==> src/rtl/hazard_ctrl.sv <==
`default_nettype none
//============================================================================
// Module   : hazard_ctrl
// Brief    : Forwarding selects, load-use stall and branch-squash sequencing
//            for the five-stage core, with optional saturating event counters
//            (enabled by defining HAZARD_PERF_CNT_EN).
// Revision : 1.0  initial release
//============================================================================
module hazard_ctrl #(
   parameter int SQUASH_CYCLES = 2,
   parameter int CNT_W         = 16
) (
   input  logic             clk,
   input  logic             rst,
   input  logic [4:0]       rs1_D,
   input  logic [4:0]       rs2_D,
   input  logic [4:0]       rs1_E,
   input  logic [4:0]       rs2_E,
   input  logic [4:0]       rd_E,
   input  logic             regwrt_E,
   input  logic             resultctrl_E,
   input  logic [4:0]       rd_M,
   input  logic             regwrt_M,
   input  logic [4:0]       rd_W,
   input  logic             regwrt_W,
   input  logic             branch_taken_E,
   output logic [1:0]       FrwdA_E,
   output logic [1:0]       FrwdB_E,
   output logic             stall_F,
   output logic             stall_D,
   output logic             flush_D,
   output logic             flush_E,
   output logic             squash_active,
   output logic [CNT_W-1:0] stall_cnt,
   output logic [CNT_W-1:0] flush_cnt
);

   localparam logic [1:0] c_ST_RUN     = 2'd0;
   localparam logic [1:0] c_ST_LDSTALL = 2'd1;
   localparam logic [1:0] c_ST_SQUASH  = 2'd2;
   localparam logic [2:0] c_SQ_INIT    = 3'(SQUASH_CYCLES - 1);

   logic [1:0] r_state;
   logic [1:0] w_state_nxt;
   logic [2:0] r_sq_cnt;
   logic [2:0] w_sq_nxt;
   logic       r_squash_active;
   logic       w_lu;
   logic       w_take_br;
   logic       w_stall;

   // Memory stage wins over writeback; x0 never forwards.
   function automatic logic [1:0] fwd_sel(input logic [4:0] rs,
                                          input logic [4:0] rdm, input logic wem,
                                          input logic [4:0] rdw, input logic wew);
      if (wem && (rdm != 5'd0) && (rdm == rs))
         return 2'b10;
      else if (wew && (rdw != 5'd0) && (rdw == rs))
         return 2'b01;
      else
         return 2'b00;
   endfunction

   assign w_lu = resultctrl_E & regwrt_E & (rd_E != 5'd0) &
                 ((rd_E == rs1_D) | (rd_E == rs2_D));
   assign w_take_br = branch_taken_E & (r_state != c_ST_SQUASH);
   assign w_stall   = (r_state == c_ST_RUN) & ~branch_taken_E & w_lu;

   always_ff @(posedge clk or posedge rst) begin
      if (rst) begin
         r_state         <= c_ST_RUN;
         r_sq_cnt        <= 3'd0;
         r_squash_active <= 1'b0;
      end else begin
         r_state         <= w_state_nxt;
         r_sq_cnt        <= w_sq_nxt;
         r_squash_active <= (w_state_nxt == c_ST_SQUASH);
      end
   end

   always_comb begin
      w_state_nxt = c_ST_RUN;
      w_sq_nxt    = r_sq_cnt;
      case (r_state)
         c_ST_RUN, c_ST_LDSTALL: begin
            if (w_take_br) begin
               if (SQUASH_CYCLES > 1) begin
                  w_state_nxt = c_ST_SQUASH;
                  w_sq_nxt    = c_SQ_INIT;
               end
            end else if (w_stall) begin
               w_state_nxt = c_ST_LDSTALL;
            end
         end
         c_ST_SQUASH: begin
            if (r_sq_cnt <= 3'd1) begin
               w_sq_nxt = 3'd0;
            end else begin
               w_state_nxt = c_ST_SQUASH;
               w_sq_nxt    = r_sq_cnt - 3'd1;
            end
         end
         default: w_state_nxt = c_ST_RUN;
      endcase
   end

   // Controls are forced quiet while reset is asserted, independent of inputs.
   always_comb begin
      FrwdA_E = 2'b00;
      FrwdB_E = 2'b00;
      stall_F = 1'b0;
      stall_D = 1'b0;
      flush_D = 1'b0;
      flush_E = 1'b0;
      if (!rst) begin
         FrwdA_E = fwd_sel(rs1_E, rd_M, regwrt_M, rd_W, regwrt_W);
         FrwdB_E = fwd_sel(rs2_E, rd_M, regwrt_M, rd_W, regwrt_W);
         stall_F = w_stall;
         stall_D = w_stall;
         flush_D = w_take_br;
         flush_E = w_take_br | w_stall | (r_state == c_ST_SQUASH);
      end
   end

   assign squash_active = r_squash_active;

`ifdef HAZARD_PERF_CNT_EN
   logic [CNT_W-1:0] r_stall_cnt;
   logic [CNT_W-1:0] r_flush_cnt;

   always_ff @(posedge clk or posedge rst) begin
      if (rst) begin
         r_stall_cnt <= '0;
         r_flush_cnt <= '0;
      end else begin
         if (w_stall && (r_stall_cnt != {CNT_W{1'b1}}))
            r_stall_cnt <= r_stall_cnt + 1'b1;
         if (w_take_br && (r_flush_cnt != {CNT_W{1'b1}}))
            r_flush_cnt <= r_flush_cnt + 1'b1;
      end
   end

   assign stall_cnt = r_stall_cnt;
   assign flush_cnt = r_flush_cnt;
`else
   assign stall_cnt = '0;
   assign flush_cnt = '0;
`endif

endmodule
`default_nettype wire

==> config.mk <==
export PLATFORM = sky130hd
export DESIGN_NAME = hazard_ctrl
export DESIGN_NICKNAME = d
export VERILOG_FILES = /design/src/rtl/hazard_ctrl.sv
export SDC_FILE = /design/constraint.sdc
export NUM_CORES = 1
export LEC_CHECK = 0
export CORE_ASPECT_RATIO = 0.6
export CORE_MARGIN = 10
export CORE_UTILIZATION = 29
export DETAILED_ROUTE_END_ITERATION = 10
export GPL_TIMING_DRIVEN = 0
export PLACE_DENSITY = 0.77
export SLEW_MARGIN = 30
export SYNTH_ARGS = -nofsm -noshare
export SYNTH_HDL_FRONTEND = slang
export SYNTH_SLANG_ARGS = --single-unit
==> constraint.sdc <==
create_clock -name clk -period 1.6 [get_ports clk]
set_input_delay 0.32 -clock clk [delete_from_list [all_inputs] [get_ports clk]]
set_output_delay 0.32 -clock clk [all_outputs]
set_load 0.1 [all_outputs]
## Word-level counts from Yosys, hierarchy flattened

Index checks and enable logic that the tools add are counted.

| word-level totals | value |
|---|---|
| word-level logic and storage cells | 55 |
| register bits after elaboration | 6 |
| output and inout port bits | 41 |
| input port bits | 42 |

| operators by class | value |
|---|---|
| add/subtract/negate cells | 1 |
| bitwise gates (word level) | 10 |
| equal/unequal tests | 11 |
| mux-type cells | 16 |
| reductions and logical operators | 13 |
| magnitude comparators | 1 |

Operator list:

| cell | number |
|---|---|
| 5-bit == test | 6 |
| 5-bit nonzero test | 3 |
| 2-bit two-way mux | 6 |
| 1-bit bitwise AND | 6 |
| 1-bit logical AND | 6 |
| 1-bit two-way mux | 6 |
| 3-bit two-way mux | 2 |
| 3-bit case mux with 2 select lines | 1 |
| 2-bit == test, second input constant | 2 |
| 2-bit inequality test, second input constant | 2 |
| 2-bit case mux with 2 select lines | 1 |
| 3-bit by 1-bit less-or-equal comparator with 1-bit output, second input constant | 1 |
| 1-bit bitwise OR | 3 |
| 3-bit by 1-bit subtractor with 3-bit output, second input constant | 1 |
| 2-bit by 1-bit == test with 1-bit output, second input constant | 1 |
| 2-bit zero test | 1 |
| 2-bit AND reduction | 1 |
| 2-bit nonzero test | 1 |
| 2-bit OR reduction | 1 |
| 1-bit NOT | 1 |

## Depth between registers and ports, before layout

Gate-level depths: netlist (run 1).

| logic depth | value |
|---|---|
| depth in word-level cells | 8 |
| mapped depth | 5 |

## Worst setup path before layout (run 1)

OpenSTA, ideal clock, no wires.

| timing path | value |
|---|---|
| path type | input port to output port |
| start point | in rd_M[2] |
| end point | out FrwdA_E[1] |
| arrival | 3.396 ns |
| path buffers | 0 |
| cell stages on the path | 3 |
| slack | -2.116 ns |
| required time | 1.280 ns |
| path through | or4_1 -> o21ai_2 -> nor4_1 |

| on the way | value |
|---|---|
| cells in the longest elaborated chain, start to end | 5 |

RTL lines:

| what | line | text |
|---|---|---|
| start: declaration | 22 | `input logic [4:0] rd_M,` |
| 5-bit nonzero test | 56 | `if (wem && (rdm != 5'd0) && (rdm == rs))` |
| 1-bit logical AND | 56 |  |
| 1-bit logical AND * | 56 |  |
| 2-bit two-way mux * | 56 |  |
| 2-bit two-way mux * | 115 | `if (!rst) begin` |
| end: declaration | 27 | `output logic [1:0] FrwdA_E,` |

Every way passes the cells marked *; elsewhere a longest branch is shown, timed or not.

## Worst setup path after layout (run 1)

| timing path | value |
|---|---|
| start point | in rd_M[2] |
| end point | out FrwdA_E[0] |

Same word-level chain as after synthesis.

==> results.toml, run 1 <==
[routing]
drt-pass1-iter-count = 5
wl_per_cell_um = 14.2
via_count = 1030
drt-total-wl_um = 3730
drt_iter0_drc = 27
final_antenna_net_count = 0
drc = 0
routed_via_density = 3.93

[worst_setup_path]
crit_path_end = "FrwdA_E[0]"
r2r-start = "r_sq_cnt[1]$_DFFE_PP0P_"
r2r_end = "r_sq_cnt[1]$_DFFE_PP0P_"
path_max_fanout = 4
crit_start = "rd_M[2]"
crit_required_ns = 1.28
reg2regPathDepth = 5
worst_ep_arrival_time_ns = 1.71
worstSetupEndpointType = "output port"
worstSetupStartpointType = "primary input"
worstSetupPathType = "in2out"
reg2reg_slack_ns = 0.28

[clock_network]
clk_latency_ns = 0.23
clockBufferDepth = 2
cts_tree = "built"
numCtsBuffers = 3
clock_sinks = 6
cts_hold_buf = 0
clockRootBuffer = "clkbuf_8"
clk_pin_slew_ns = 0.04
htree_levels = 1

[synth]
yosysWarnings = 0
synth-seq-cells = 6
synth_area_um2 = 978
synth.area.mux_share = 0
ys_top_cells_by_area = "buf_4 25%, dfrtp_1 15%, xor2_1 14%"
synth-xor-area-share = 0.269
synth_cell_types = 25
synth_simple_gate_area_frac = 0.201
synth_compound_area_frac = 0.0831
synth_cells = 123
synthAdderAreaFrac = 0.0256
async_flop_share = 1.00
synth_top_area_cell = "buf_4"
post-synth-top-count-cell = "buf_4"
seq_area_frac_synth = 0.153
synth_commonest_cells = "33 x buf_4, 16 x xor2_1, 14 x xnor2_1"
ys.flop_type = "dfrtp_1"
avgSynthCellArea_um2 = 7.95
synth-edff-count = 0
yosysTopAreaCellShare = 0.253
synth_top_family_by_area = "XOR/XNOR gates"

[layout]
instances_no_fill = 262
nets = 263
num_antenna_cells = 0
syn2layout_area_growth_pct = 102
final_layout_size_suffix_gt1_frac = 0.396

[floorplan]
start_util = 0.302
die_height_um = 65.0
coreArea_um2 = 3240
dieArea_um2 = 6170
io_pins = 83
num_rows = 16
die_w_um = 95.0

[global_routing]
grt_overflow = 0
grt_pass1_vias = 1056
grt_pass1_wl_um = 5570
antenna_found_initial = 0
grt_usage = 0.113
grt_max_degree = 7

[sta]
tightest_slew_ns = 0.545
slew_viol_final = 0
maxSlewHeadroom = 0.638
hold_violations = 0
skew_ns = 0.00418
grt_setup_unrepaired = "true"
fin_crit_ns = 2.03
finalCritPeriodShare = 1.27
fin_ws_ns = -0.429
setup_viol = 7
fmax_mhz = 493
tns_ns = -2.65

[power_and_ir_drop]
leakage_nw = 1.03
power.density_nw_per_um2 = 839
ir_drop_uv = 830

[placement]
io_buffers = 50
gp_congestion = 0.802
pre_cts_slack_ns = -1.75
dpl.hpwl_um = 3020
dp_cells = 249

[run_status]
violations = "setup timing"
outcome = "finished with violations"

[job]
maxCapViolations = 0

[min_path]
hp-class = "in2async"
==> power by group <==
part	leakage (nW)	internal [mW]	total, mW	switching, mW
clock network	0.0216	0.162	0.233	0.0707
logic	0.930	0.353	1.15	0.800
registers	0.0768	0.215	0.276	0.0613
total	1.03	0.730	1.66	0.932
==> metal layers <==
layer  track usage  share of wire
met1         0.128           0.38
met2         0.213           0.55
met3        0.0241          0.060
met4        0.0223         0.0078
met5             0              0
==> sequential cells by signal (all words and copies together), names as in the netlist <==
name           cells
r_sq_cnt           3
squash_active      1
r_state            2
==> area by class of cell <==
cell class / count / area, µm²
fillers: 290 / 1260
plain buffers: 33 / 260
well taps: 45 / 56.3
clock buffers: 3 / 41.3
repair buffers: 60 / 624
inverters: 3 / 15.0
multi-input cells: 112 / 833
flip-flops and latches: 6 / 150
==> placed cells by master, fill, tap and decap left out, drive strengths merged, types with 3 or more instances in the layout <==
cell           synthesis  final
or4                    3      3
dfrtp                  6      6
buf                   33     59
nand3                  6      6
o21ai                  6      6
nand2b                 3      3
xnor2                 14     14
nor3                   8      8
xor2                  16     16
dlygate4sd2            0     16
nand2                  5      5
conb                   1     32
dlymetal6s2s           0     10
clkbuf                 0      4
nor2                   6      6
clkdlybuf4s15          0      5
==> cells by family after synthesis <==
family	count (synthesis)
AO/OA/AOI/OAI	12
AND/OR/NAND/NOR	36
XOR/XNOR	30
adder cells (fa/ha/maj)	2
buffers and inverters	36
flip-flops	6
other	1
==> per-stage QoR <==
step / cell area, µm² / utilization / power (mW) / hold slack (ns)
after detailed placement: 1760 / 0.543 / 1.35 / 0.524
after floorplan: 1200 / - / 1.11 / 0.162
after CTS: 1900 / 0.587 / 1.62 / 0.333
after global routing: 1980 / 0.611 / 1.74 / 0.273
after global placement: 1760 / 0.543 / 1.34 / 0.502
final: 1980 / 0.611 / 1.66 / 0.272
==> worst max-delay path, stage by stage <==
cell	delay [ns]
buf_8	0.09
or4_4	0.55
o21ai_4	0.29
nor3_4	0.09
nor3_4	0.16
buf_12	0.20
==> timing repair <==
item                       4_1_cts  5_1_grt
buffers inserted                 6        5
pin swaps                       27       19
setup endpoints to repair       10        8
resized for setup              140       17
==> worst min-delay path by stage <==
stage | startpoint | endpoint | slack, ns | cells after the start
finish | rst | r_sq_cnt[0]$_DFFE_PP0P_ | 0.27 | 4
global route | rst | r_sq_cnt[0]$_DFFE_PP0P_ | 0.27 | 4
CTS | rst | r_sq_cnt[0]$_DFFE_PP0P_ | 0.33 | 3
detailed placement | r_sq_cnt[2]$_DFFE_PP0P_ | r_sq_cnt[2]$_DFFE_PP0P_ | 0.52 | 1
global placement | r_sq_cnt[2]$_DFFE_PP0P_ | r_sq_cnt[2]$_DFFE_PP0P_ | 0.50 | 1
floorplan | rst | r_sq_cnt[0]$_DFFE_PP0P_ | 0.16 | 1
Power figures use the tool's default switching activity.
==> inputs of run 2 (changes only) <==
--- a/config.mk
+++ b/config.mk
@@ -11,6 +11,7 @@
 export DETAILED_ROUTE_END_ITERATION = 10
 export GPL_TIMING_DRIVEN = 0
 export PLACE_DENSITY = 0.77
+export SETUP_SLACK_MARGIN = 0.05
 export SLEW_MARGIN = 30
 export SYNTH_ARGS = -nofsm -noshare
 export SYNTH_HDL_FRONTEND = slang
==> run 2 against run 1 <==
The flow still finishes with violations (setup timing). Sequential cell count is the same. Critical path type unchanged. Core utilization is 0.23 points higher. Setup slack got worse by 0.011 ns. Wire length decreased by 0.75%. Global-route usage is essentially flat. Total power grew 1.7%. Count of clock-buffer cells in the layout did not move. Critical endpoint is now stall_F. Sequential share of layout area about the same. Combinational power about the same. Critical path depth up 2. Clock skew grew 0.00087 ns.
==> results.toml, run 2 (synthesized netlist as in run 1, its figures left out) <==
[sta]
maxSlewHeadroom = 0.638
fin_crit_ns = 2.04
finalCritPeriodShare = 1.27
grt_setup_unrepaired = "true"
hold_violations = 0
fin_ws_ns = -0.440
tightest_slew_ns = 0.545
fmax_mhz = 490
skew_ns = 0.00504
setup_viol = 8
slew_viol_final = 0

[global_routing]
use_met1 = 0.130
grt_overflow = 0
grt_usage = 0.113
use_met3 = 0.0241
grt_pass1_wl_um = 5570
grt_max_degree = 7
use_met2 = 0.208
antenna_found_initial = 0
grt_pass1_vias = 1051
grt-busiest-layer = "met2"

[placement]
gp_congestion = 0.802
dp_cells = 249
dpl.hpwl_um = 3020
io_buffers = 50

[routing]
drt-pass1-iter-count = 4
routed_via_density = 3.90
via_count = 1023
drt-total-wl_um = 3700
final_antenna_net_count = 0
drc = 0
drt_iter0_drc = 34
wl_per_cell_um = 14.1

[power_and_ir_drop]
ir_drop_uv = 829
leakage_nw = 0.990
power_mw = 1.69
power.density_nw_per_um2 = 850

[worst_setup_path]
reg2regPathDepth = 3
path_max_fanout = 2
crit_required_ns = 1.28
crit_path_end = "stall_F"
worstSetupEndpointType = "output port"
r2r-start = "r_state[1]$_DFF_PP0_"
reg2reg_slack_ns = 0.24
crit_start = "rs1_D[3]"
worst_ep_arrival_time_ns = 1.72
worstSetupPathType = "in2out"
r2r_end = "r_sq_cnt[2]$_DFFE_PP0P_"
worstSetupStartpointType = "primary input"

[layout]
seq_area_um2 = 151
num_antenna_cells = 0
instances_no_fill = 262
nets = 263
largest_register_ff_count = 3
final_cell_mix = "40 x buf_4, 32 x conb_1, 16 x xor2_1"
syn2layout_area_growth_pct = 103
final_common_cell = "buf_4"
fillers = 285
final_layout_size_suffix_gt1_frac = 0.415
multiInputGateArea_um2 = 846
regMostFlops = "r_sq_cnt"

[floorplan]
coreArea_um2 = 3240
die_w_um = 95.0
die_height_um = 65.0
num_rows = 16
start_util = 0.302
io_pins = 83
dieArea_um2 = 6170

[run_status]
outcome = "finished with violations"
violations = "setup timing"

[clock_network]
numCtsBuffers = 3
clk_pin_slew_ns = 0.04
clockBufferDepth = 2
clk_latency_ns = 0.22
htree_levels = 1
clockRootBuffer = "clkbuf_8"
clock_sinks = 6
cts_tree = "built"

[job]
maxCapViolations = 0

[min_path]
hp-class = "in2async"
[run 2: cell count changes in the layout (fill, tap and decap cells not counted), sizes merged]
cell | before | now
clkdlybuf4s50 | 2 | 6
dlymetal6s2s | 10 | 6
clkdlybuf4s15 | 5 | 7
dlygate4sd2 | 16 | 14
[run 2: critical path, cell delays in order]
cell and delay (ns):
clkdlybuf4s50_1 0.48, xor2_1 0.16, nor2_1 0.08, a22oi_2 0.21, buf_4 0.15, nor2_4 0.04, buf_12 0.12, buf_12 0.15
[run 2: per-layer routing]
| layer | wire, µm | share of wire | vias to the layer above |
|---|---|---|---|
| li1 | - | - | 540 |
| met1 | 1420 | 0.38 | 456 |
| met2 | 2060 | 0.56 | 25 |
| met3 | 194 | 0.052 | 2 |
| met4 | 25 | 0.0068 | 0 |
| met5 | 0 | 0 | - |
[run 2: timing repair]
item                                    4_1_cts  5_1_grt
endpoints found under the setup margin       10        8
hold endpoints to repair                      0        0
pin swaps                                    27       15
buffers inserted                              6        5
gates cloned                                  0        0
gates resized for setup                     142       19
hold buffers                                  0        0
[run 2: report_power, final]
part	internal [mW]	switching, mW	total (mW)
clock network	0.162	0.0667	0.228
logic	0.368	0.807	1.18
registers	0.218	0.0693	0.287
[run 2: worst min-delay path by stage]
stage                                 start                      end  slack, ns  depth (start not counted)
global placement    r_sq_cnt[2]$_DFFE_PP0P_  r_sq_cnt[2]$_DFFE_PP0P_       0.50                          1
finish                                  rst  r_sq_cnt[0]$_DFFE_PP0P_       0.35                          3
detailed placement  r_sq_cnt[2]$_DFFE_PP0P_  r_sq_cnt[2]$_DFFE_PP0P_       0.52                          1
CTS                                     rst  r_sq_cnt[0]$_DFFE_PP0P_       0.33                          3
global route                            rst  r_sq_cnt[0]$_DFFE_PP0P_       0.36                          3
floorplan                               rst  r_sq_cnt[0]$_DFFE_PP0P_       0.16                          1
[run 2: stage by stage]
stage	util	setup TNS [ns]	hold slack, ns	cell area [µm²]	worst slack [ns]
after floorplan	-	-2.80	0.162	1200	-0.657
after global placement	0.543	-12.67	0.502	1760	-1.74
after detailed placement	0.543	-12.78	0.524	1760	-1.75
after CTS	0.590	-2.64	0.333	1910	-0.483
after global routing	0.613	-3.00	0.364	1990	-0.502
final	0.613	-2.68	0.348	1990	-0.440
[run 2: area by class of cell]
class	count	area share
buffer	33	0.131
clock buffer	3	0.0208
sequential	6	0.0761
inverter	3	0.00755
tap	45	0.0283
timing repair buffer	60	0.311
multi-input combinational	112	0.425
